File: src/rtl/vga_timing_pkg.sv
// Shared 640x480@60 timing constants and scan phase type.
// Consumed by vga_scan_gen and its scan_axis counters.
package vga_timing_pkg;

  localparam int unsigned H_ACTIVE_D = 640;
  localparam int unsigned H_FP_D     = 16;
  localparam int unsigned H_SYNC_D   = 96;
  localparam int unsigned H_BP_D     = 48;
  localparam int unsigned V_ACTIVE_D = 480;
  localparam int unsigned V_FP_D     = 10;
  localparam int unsigned V_SYNC_D   = 2;
  localparam int unsigned V_BP_D     = 33;

  localparam int unsigned H_TOTAL =
    H_ACTIVE_D + H_FP_D + H_SYNC_D + H_BP_D;
  localparam int unsigned V_TOTAL =
    V_ACTIVE_D + V_FP_D + V_SYNC_D + V_BP_D;

  typedef enum logic [1:0] {
    ACTIVE,
    FRONT,
    SYNC,
    BACK
  } scan_phase_t;

endpackage

File: src/rtl/scan_axis.sv
// One raster axis: position counter plus ACTIVE/FRONT/SYNC/BACK phase FSM.
// Reset parks it at the last (blank) position so the first advance hits 0.
module scan_axis
  import vga_timing_pkg::*;
#(
  parameter int unsigned ACT = 640,
  parameter int unsigned FP  = 16,
  parameter int unsigned SYN = 96,
  parameter int unsigned BP  = 48
) (
  input  logic        clk,
  input  logic        reset_n,
  input  logic        adv_i,
  output logic [15:0] pos_o,
  output logic        wrap_o,
  output scan_phase_t phase_o
);

  localparam int unsigned TOT = ACT + FP + SYN + BP;
  localparam logic [15:0] LAST    = 16'(TOT - 1);
  localparam logic [15:0] E_FRONT = 16'(ACT);
  localparam logic [15:0] E_SYNC  = 16'(ACT + FP);
  localparam logic [15:0] E_BACK  = 16'(ACT + FP + SYN);

  logic [15:0] pos_q, pos_d;
  scan_phase_t ph_q, ph_d;

  assign wrap_o  = adv_i && (pos_q == LAST);
  assign pos_o   = pos_q;
  assign phase_o = ph_q;

  always_comb begin
    pos_d = pos_q;
    ph_d  = ph_q;
    if (adv_i) begin
      pos_d = wrap_o ? 16'd0 : pos_q + 16'd1;
      unique case (ph_q)
        ACTIVE: if (pos_d == E_FRONT) ph_d = FRONT;
        FRONT:  if (pos_d == E_SYNC)  ph_d = SYNC;
        SYNC:   if (pos_d == E_BACK)  ph_d = BACK;
        BACK:   if (pos_d == 16'd0)   ph_d = ACTIVE;
        default: ph_d = BACK;
      endcase
    end
  end

  always_ff @(posedge clk or negedge reset_n) begin
    if (!reset_n) begin
      pos_q <= LAST;
      ph_q  <= BACK;
    end else begin
      pos_q <= pos_d;
      ph_q  <= ph_d;
    end
  end

endmodule

File: src/rtl/vga_scan_gen.sv
// Raster scan generator: pixel-strobe divider plus horizontal/vertical axes.
// Optional SCAN_FRAME_CNT_EN adds an 8-bit wrapping frame counter port.
module vga_scan_gen
  import vga_timing_pkg::*;
#(
  parameter int unsigned H_ACTIVE = H_ACTIVE_D,
  parameter int unsigned H_FP     = H_FP_D,
  parameter int unsigned H_SYNC   = H_SYNC_D,
  parameter int unsigned H_BP     = H_BP_D,
  parameter int unsigned V_ACTIVE = V_ACTIVE_D,
  parameter int unsigned V_FP     = V_FP_D,
  parameter int unsigned V_SYNC   = V_SYNC_D,
  parameter int unsigned V_BP     = V_BP_D,
  parameter int unsigned PIX_DIV  = 4
) (
  input  logic        clk,
  input  logic        reset_n,
  input  logic        enable,
  output logic        pix_en,
  output logic [15:0] Xcoordinate,
  output logic [15:0] Ycoordinate,
  output logic        hsync,
  output logic        vsync,
  output logic        active,
  output logic        frame_start
`ifdef SCAN_FRAME_CNT_EN
  ,
  output logic [7:0]  frame_cnt
`endif
);

  localparam int unsigned DW = $clog2(PIX_DIV);
  localparam logic [DW-1:0] DIV_LAST = DW'(PIX_DIV - 1);

  logic [DW-1:0] div_q, div_d;
  logic          pix_en_q, pix_en_d;
  logic          fs_q, fs_d;
  logic          h_wrap, v_wrap;
  scan_phase_t   h_ph, v_ph;

  always_comb begin
    div_d    = div_q;
    pix_en_d = 1'b0;
    if (enable) begin
      pix_en_d = (div_q == DIV_LAST);
      div_d    = pix_en_d ? '0 : div_q + DW'(1);
    end
  end

  // A strobe already issued is always consumed, so freezing never drops a pixel.
  scan_axis #(
    .ACT(H_ACTIVE), .FP(H_FP), .SYN(H_SYNC), .BP(H_BP)
  ) u_h (
    .clk(clk), .reset_n(reset_n), .adv_i(pix_en_q),
    .pos_o(Xcoordinate), .wrap_o(h_wrap), .phase_o(h_ph)
  );

  scan_axis #(
    .ACT(V_ACTIVE), .FP(V_FP), .SYN(V_SYNC), .BP(V_BP)
  ) u_v (
    .clk(clk), .reset_n(reset_n), .adv_i(h_wrap),
    .pos_o(Ycoordinate), .wrap_o(v_wrap), .phase_o(v_ph)
  );

  assign fs_d = h_wrap & v_wrap;

  always_ff @(posedge clk or negedge reset_n) begin
    if (!reset_n) begin
      div_q    <= '0;
      pix_en_q <= 1'b0;
      fs_q     <= 1'b0;
    end else begin
      div_q    <= div_d;
      pix_en_q <= pix_en_d;
      fs_q     <= fs_d;
    end
  end

  assign pix_en      = pix_en_q;
  assign frame_start = fs_q;
  assign hsync       = (h_ph != SYNC);
  assign vsync       = (v_ph != SYNC);
  assign active      = (h_ph == ACTIVE) && (v_ph == ACTIVE);

`ifdef SCAN_FRAME_CNT_EN
  logic [7:0] fc_q, fc_d;

  assign fc_d = fs_q ? fc_q + 8'd1 : fc_q;

  always_ff @(posedge clk or negedge reset_n) begin
    if (!reset_n) fc_q <= 8'd0;
    else          fc_q <= fc_d;
  end

  assign frame_cnt = fc_q;
`endif

endmodule
File: config.mk
export PLATFORM = sky130hd
export DESIGN_NAME = vga_scan_gen
export DESIGN_NICKNAME = d
export VERILOG_FILES = /design/src/rtl/vga_timing_pkg.sv /design/src/rtl/scan_axis.sv /design/src/rtl/vga_scan_gen.sv
export SDC_FILE = /design/constraint.sdc
export NUM_CORES = 1
export LEC_CHECK = 0
export BUFFER_PORTS_ARGS = -buffer_cell sky130_fd_sc_hd__buf_2
export CORE_ASPECT_RATIO = 1.75
export CORE_MARGIN = 2
export CORE_UTILIZATION = 33
export CTS_CLUSTER_DIAMETER = 200
export DETAILED_ROUTE_END_ITERATION = 10
export GPL_ROUTABILITY_DRIVEN = 0
export PLACE_DENSITY = 0.56
export SLEW_MARGIN = 15
export SYNTH_ARGS = -nofsm -noshare
export SYNTH_HDL_FRONTEND = slang
export SYNTH_SLANG_ARGS = --single-unit
File: constraint.sdc
create_clock -name clk -period 3.3 [get_ports clk]
set_input_delay 0.66 -clock clk [delete_from_list [all_inputs] [get_ports clk]]
set_output_delay 0.66 -clock clk [all_outputs]
set_load 0.02 [all_outputs]
Word-level counts from Yosys, hierarchy flattened
Cells that the tools add are included.

Memory bits (writable): 0. Logic and storage cells: 59. Bits of input ports: 3. Register bits: 40. Memories kept: 0. Output and inout port bits: 37. Bits in latches: 0. ROM bits: 0.

$mul: 0. Equal/unequal tests: 25. Bitwise logic cells: 1. Mux-type cells: 14. Reductions and logical operators: 9. $add $sub $neg: 3. $lt $le $gt $ge: 0. Shift-type cells: 0. Div/mod/pow operators: 0.

Operators with widths (count): $eq A16 B10 Y1 const B (5); $eq A16 B9 Y1 const B (3); $add A16 B1 Y16 const B (2); $logic_not A16 Y1 (2); $mux W16 (2); $mux W2 (9); $ne A2 B1 Y1 const B (8); $pmux W2 S4 (2); $eq A2 B2 Y1 const B (5); $reduce_and A5 Y1 (2); $eq A2 B1 Y1 const B (2); $logic_not A2 Y1 (2); $ne A2 B2 Y1 const B (2); $logic_and A1 B1 Y1 (3); $add A2 B1 Y2 const B (1); $and A1 B1 Y1 (1); $mux W1 (1).

Depth between registers and ports, before layout
Depth after elaboration: 7. Gate-level depth with buffers: 10. Mapped depth without buffers: 9.

Cells and area by module
From an unflattened synthesis, not the netlist that was laid out.

Cell total of the unflattened synthesis: 375. Area, all modules: 3215.6 um^2.

By module, submodules not included: scan_axis at u_v (area an instance 1581.5 um^2, instances 1, seq. area each 456.7 um^2, cells an instance 191); scan_axis at u_h (area an instance 1448.9 um^2, instances 1, seq. area each 461.7 um^2, cells an instance 171); vga_scan_gen (area an instance 185.2 um^2, instances 1, seq. area each 100.1 um^2, cells an instance 13).

Least setup slack after synthesis
OpenSTA, ideal clock, no wires.

Path kind: flip-flop to flip-flop. Start: register u_h.pos_q[4] (netlist: u_h.pos_o[4]). End: register u_h.ph_q[1] (netlist: u_h.phase_o[1]). Required time: 3.218 ns. Setup time: 0.082 ns. Path buffers: 1. Cell stages (with the launch flop): 9. Arrival: 2.457 ns. Clock period less this slack: 2.540 ns. Path slack: 0.760 ns. Cells stage by stage: dfstp_2 -> buf_2 -> nand4_2 -> nor3_1 -> xnor2_1 -> a41oi_1 -> o31ai_2 -> o211ai_2 -> mux2_4.

Cells in the longest elaborated chain, start to end: 6. Elaborated cells between the ends (all ways): 13. Those cells by class: 1 x add/sub; 8 x eq/ne; 1 x mux; 3 x reduce/logical.

RTL lines: from (decl) (RTL line scan_axis.sv:25) `logic [15:0] pos_q, pos_d;`; from (signal assigned) (RTL line scan_axis.sv:52) `pos_q <= pos_d;`; branches (longest 2 deep; another with $add A16 B1 Y16); $mux W16 * (RTL line scan_axis.sv:36) `pos_d = wrap_o ? 16'd0 : pos_q + 16'd1;`; $eq A16 B10 Y1 (tied with other cells) (RTL line scan_axis.sv:40) `SYNC: if (pos_d == E_BACK) ph_d = BACK;`; $ne A2 B1 Y1 (no line); $reduce_and A5 Y1 (no line) *; to (signal assigned) (RTL line scan_axis.sv:53) `ph_q <= ph_d;`; to (decl) (RTL line scan_axis.sv:26) `scan_phase_t ph_q, ph_d;`.

Every way passes the cells marked *. A chain may end at the register's enable or synchronous reset.

Final worst setup path
Start: register u_v.pos_q[1] (netlist: u_v.pos_o[1]). End: register u_v.ph_q[0] (netlist: u_v.phase_o[0]).

Cells in the longest elaborated chain, start to end: 6. Elaborated cells between the ends (all ways): 13. Those cells by class: 1 x add/sub; 8 x eq/ne; 1 x mux; 3 x reduce/logical.

RTL lines (RTL line): from (decl) (scan_axis.sv:25); from (signal assigned) (scan_axis.sv:52); branches (longest 2 deep; another with $add A16 B1 Y16); $mux W16 * (scan_axis.sv:36); $eq A16 B9 Y1 (tied with other cells) (scan_axis.sv:40); $ne A2 B1 Y1 (no line); $reduce_and A5 Y1 (no line) *; to (signal assigned) (scan_axis.sv:53); to (decl) (scan_axis.sv:26).

Marks and branches as above.

==> flow_summary.yaml <==
yosys:
  syn-num-nets: 356
  synth_area_leaders: "dfrtp_1 21%, dfstp_2 12%, xnor2_1 6.1%"
  synth.largest_area_cell: "dfrtp_1"
  netlist_area_um2: 3040
  avgSynthCellArea_um2: 8.90
  synth.distinct_cells: 64
  yosys_warnings: 0
  yosysTopAreaCellShare_pct: 21.4
  synthCells: 341
  yosys_register_bits: 40
  synth-edff-count: 0
  synthArstFlopShare_pct: 100
  ys_seq_area_share_pct: 33.6
  synth_top_flop_cell: "dfrtp_1"
power:
  pwr-share-comb_pct: 16.9
  ir_drop_uv: 274
  finalPower_mw: 1.33
  leakagePower_nw: 1.42
  p_sw_share_pct: 30.8
  switchingPower_uw: 411
  p_int_uw: 922
  pwr-share-clk_pct: 36.7
  power_density_nw_per_um2: 391
  seqPwrFrac_pct: 46.4
critical_path:
  crit_fanout: 14
  critical_path_arrival_ns: 3.13
  worst-setup-path-type: "register to register"
  startpoint_type: "register"
  end_kind: "register"
  required_ns: 3.51
place:
  port_buffers: 39
  dp_hpwl_mm: 6.28
  post-place-ws_ns: 0.394
cts:
  cts_buffer_depth: 2
  ctsHoldBuffers: 0
  cts_tree: "built"
  path_clk_slew_ns: 0.06
  htreeDepth: 2
  cts_sinks: 40
  clock-root-buffer: "clkbuf_16"
  post_cts_buffers: 0
  cts_buffers: 5
  clock_latency_ns: 0.29
  cts_resized: 0
sta:
  fin_tns_setup_ns: 0
  worst_pin_slew_ns: 0.969
  slew_viol_final: 0
  hold_viol: 0
  min_period_ns: 2.92
  max_freq_ghz: 0.342
  final.setup.worst_slack_ns: 0.380
  min_period_over_period_pct: 88.5
  finalSetupViolations: 0
  maxSlewHeadroom_pct: 35.4
  grt_setup_unrepaired: "no"
  whs_ns: 0.513
  final.setup_skew_ns: 0.00855
cells_and_area:
  fin_util_pct: 37.9
  layout-drive-gt1-share_pct: 22.7
  antenna_cells: 0
  area.growth.synth_to_final_pct: 12.2
  fill_cells: 953
  seq_area_um2: 1020
  multiInputGateArea_um2: 1820
  layout.nets: 384
die:
  dieArea_um2: 10000
  ioPinCount: 40
  chipWidth_um: 76.5
  die_h_um: 131
  core_area_um2: 8980
  rows: 46
  start_util_pct: 33.8
global_route:
  grt_pass1_wl_mm: 14.0
  grt_pass1_vias: 2799
  grt_start_max_net_pins: 41
  grt_usage_pct: 17.8
  grt-ovfl-total: 0
  antenna_found_initial: 0
detailed_routing:
  initialDrtViolationCount: 117
  ant_nets: 0
  wirelength_mm: 8.40
  wl_per_cell_um: 17.1
  viasPerCell: 5.54
  drc_errors: 0
  vias: 2717
  first_pass_iters: 4
run_status:
  status: "completed"
job:
  maxCapViolCount: 0
worst_hold_path:
  hp-class: "register to register"
[path summary, 6_finish.rpt]
check / startpoint / endpoint / slack, ns / cells after the start
worst max-delay path: u_v.pos_o[1] / u_v.phase_o[0] / 0.38 / 7
worst min-delay path: div_q[1] / div_q[1] / 0.51 / 1
worst max register to register: u_v.pos_o[1] / u_v.phase_o[0] / 0.38 / 7
worst min register to register: div_q[1] / div_q[1] / 0.51 / 1
max in group asynchronous: reset_n / u_h.pos_o[12] / 2.17 / 1
min in group asynchronous: reset_n / u_v.pos_o[12] / 0.52 / 1
[critical path: stages (launching register included)]
cell	delay [ns]
dfrtp_1	0.57
ha_1	0.47
nand3_1	0.33
o41ai_1	0.52
nand2_1	0.15
o41ai_2	0.35
nand3_1	0.15
mux2_2	0.29
[cell type report]
type / instances / area share [%]
Multi-Input combinational cell: 266 / 53.4
Sequential cell: 40 / 29.9
Timing Repair Buffer: 43 / 6.61
Tap cell: 120 / 4.41
Clock buffer: 5 / 3.67
Inverter: 13 / 1.43
Clock inverter: 3 / 0.551
[power by group through the flow]
stage | clock [mW] | combinational [mW] | sequential [mW]
after global routing | 0.531 | 0.251 | 0.627
final | 0.489 | 0.226 | 0.618
after floorplan | 0 | 0.167 | 0.625
after detailed placement | 0 | 0.229 | 0.626
after CTS | 0.509 | 0.230 | 0.617
after global placement | 0 | 0.227 | 0.622
[cells by family (layout without fill, tap and decap cells)]
family,after synthesis,in the layout,share of synthesized area (%)
compound gates,61,61,14.3
simple gates,153,153,28.6
mux,7,7,2.64
xor+xnor,33,33,9.52
flops,40,40,33.6
buf+inv,35,64,6.51
fa+ha+maj,12,12,4.95
[state kept, by name (all words and copies together) (netlist names)]
name	cells
div_q	2
u_v.phase_o	2
pix_en	1
frame_start	1
u_h.phase_o	2
u_v.pos_o	16
u_h.pos_o	16
[per-stage QoR]
step	area, um2	instances
6_report	3410	490
5_1_grt	3410	490
4_1_cts	3410	490
3_5_place_dp	3260	482
3_3_place_gp	3260	482
2_1_floorplan	3040	341
[synthesized netlist by cell type, types with 2 or more instances]
cell type  count
xnor2_1       21
nand2_1       29
mux2i_1        2
and4_1         7
or3_1          5
or2_2          2
a311oi_1       2
nand2b_1       4
dfstp_2       14
buf_2          8
nor4_1         4
buf_4          2
mux2_2         4
a21oi_1        6
ha_1          12
and3_1         3
clkbuf_8       4
xor2_1        12
inv_1         13
a211oi_1       3
nand3_1       23
nor4bb_1       2
nor2_1        25
dfrtp_1       26
nand4_1       14
clkbuf_1       6
o211ai_1       4
a221o_1        2
nor4b_1        3
o2bb2ai_1      2
nor3_1        10
o31ai_1        8
a21boi_0       2
nand3_2        2
nand3b_1       5
and2_1         3
o21ai_0       19
a31oi_1        2
[per-layer routing]
| metal | share of wire, % | vias up | GRT usage, % |
|---|---|---|---|
| met5 | 0 | - | 0 |
| met2 | 52 | 71 | 32.6 |
| li1 | - | 1299 | - |
| met4 | 5.6 | 0 | 14.1 |
| met3 | 3.5 | 29 | 2.47 |
| met1 | 39 | 1318 | 18.3 |
[layout by cell type, fill, tap and decap left out, types with 4 or more instances in the layout]
cell | Yosys | layout
nand3b_1 | 5 | 5
nand2_1 | 29 | 29
nand4_1 | 14 | 14
buf_4 | 2 | 4
nand3_1 | 23 | 23
buf_2 | 8 | 39
nor3_1 | 10 | 10
o211ai_1 | 4 | 4
o21ai_0 | 19 | 19
nand2b_1 | 4 | 4
mux2_2 | 4 | 4
inv_1 | 13 | 13
dfrtp_1 | 26 | 26
and4_1 | 7 | 7
xnor2_1 | 21 | 21
xor2_1 | 12 | 12
or3_1 | 5 | 5
ha_1 | 12 | 12
a21oi_1 | 6 | 6
nor4_1 | 4 | 4
o31ai_1 | 8 | 8
clkbuf_16 | 0 | 5
nor2_1 | 25 | 25
dfstp_2 | 14 | 14
Note: power is estimated with default switching activity, not from simulation.
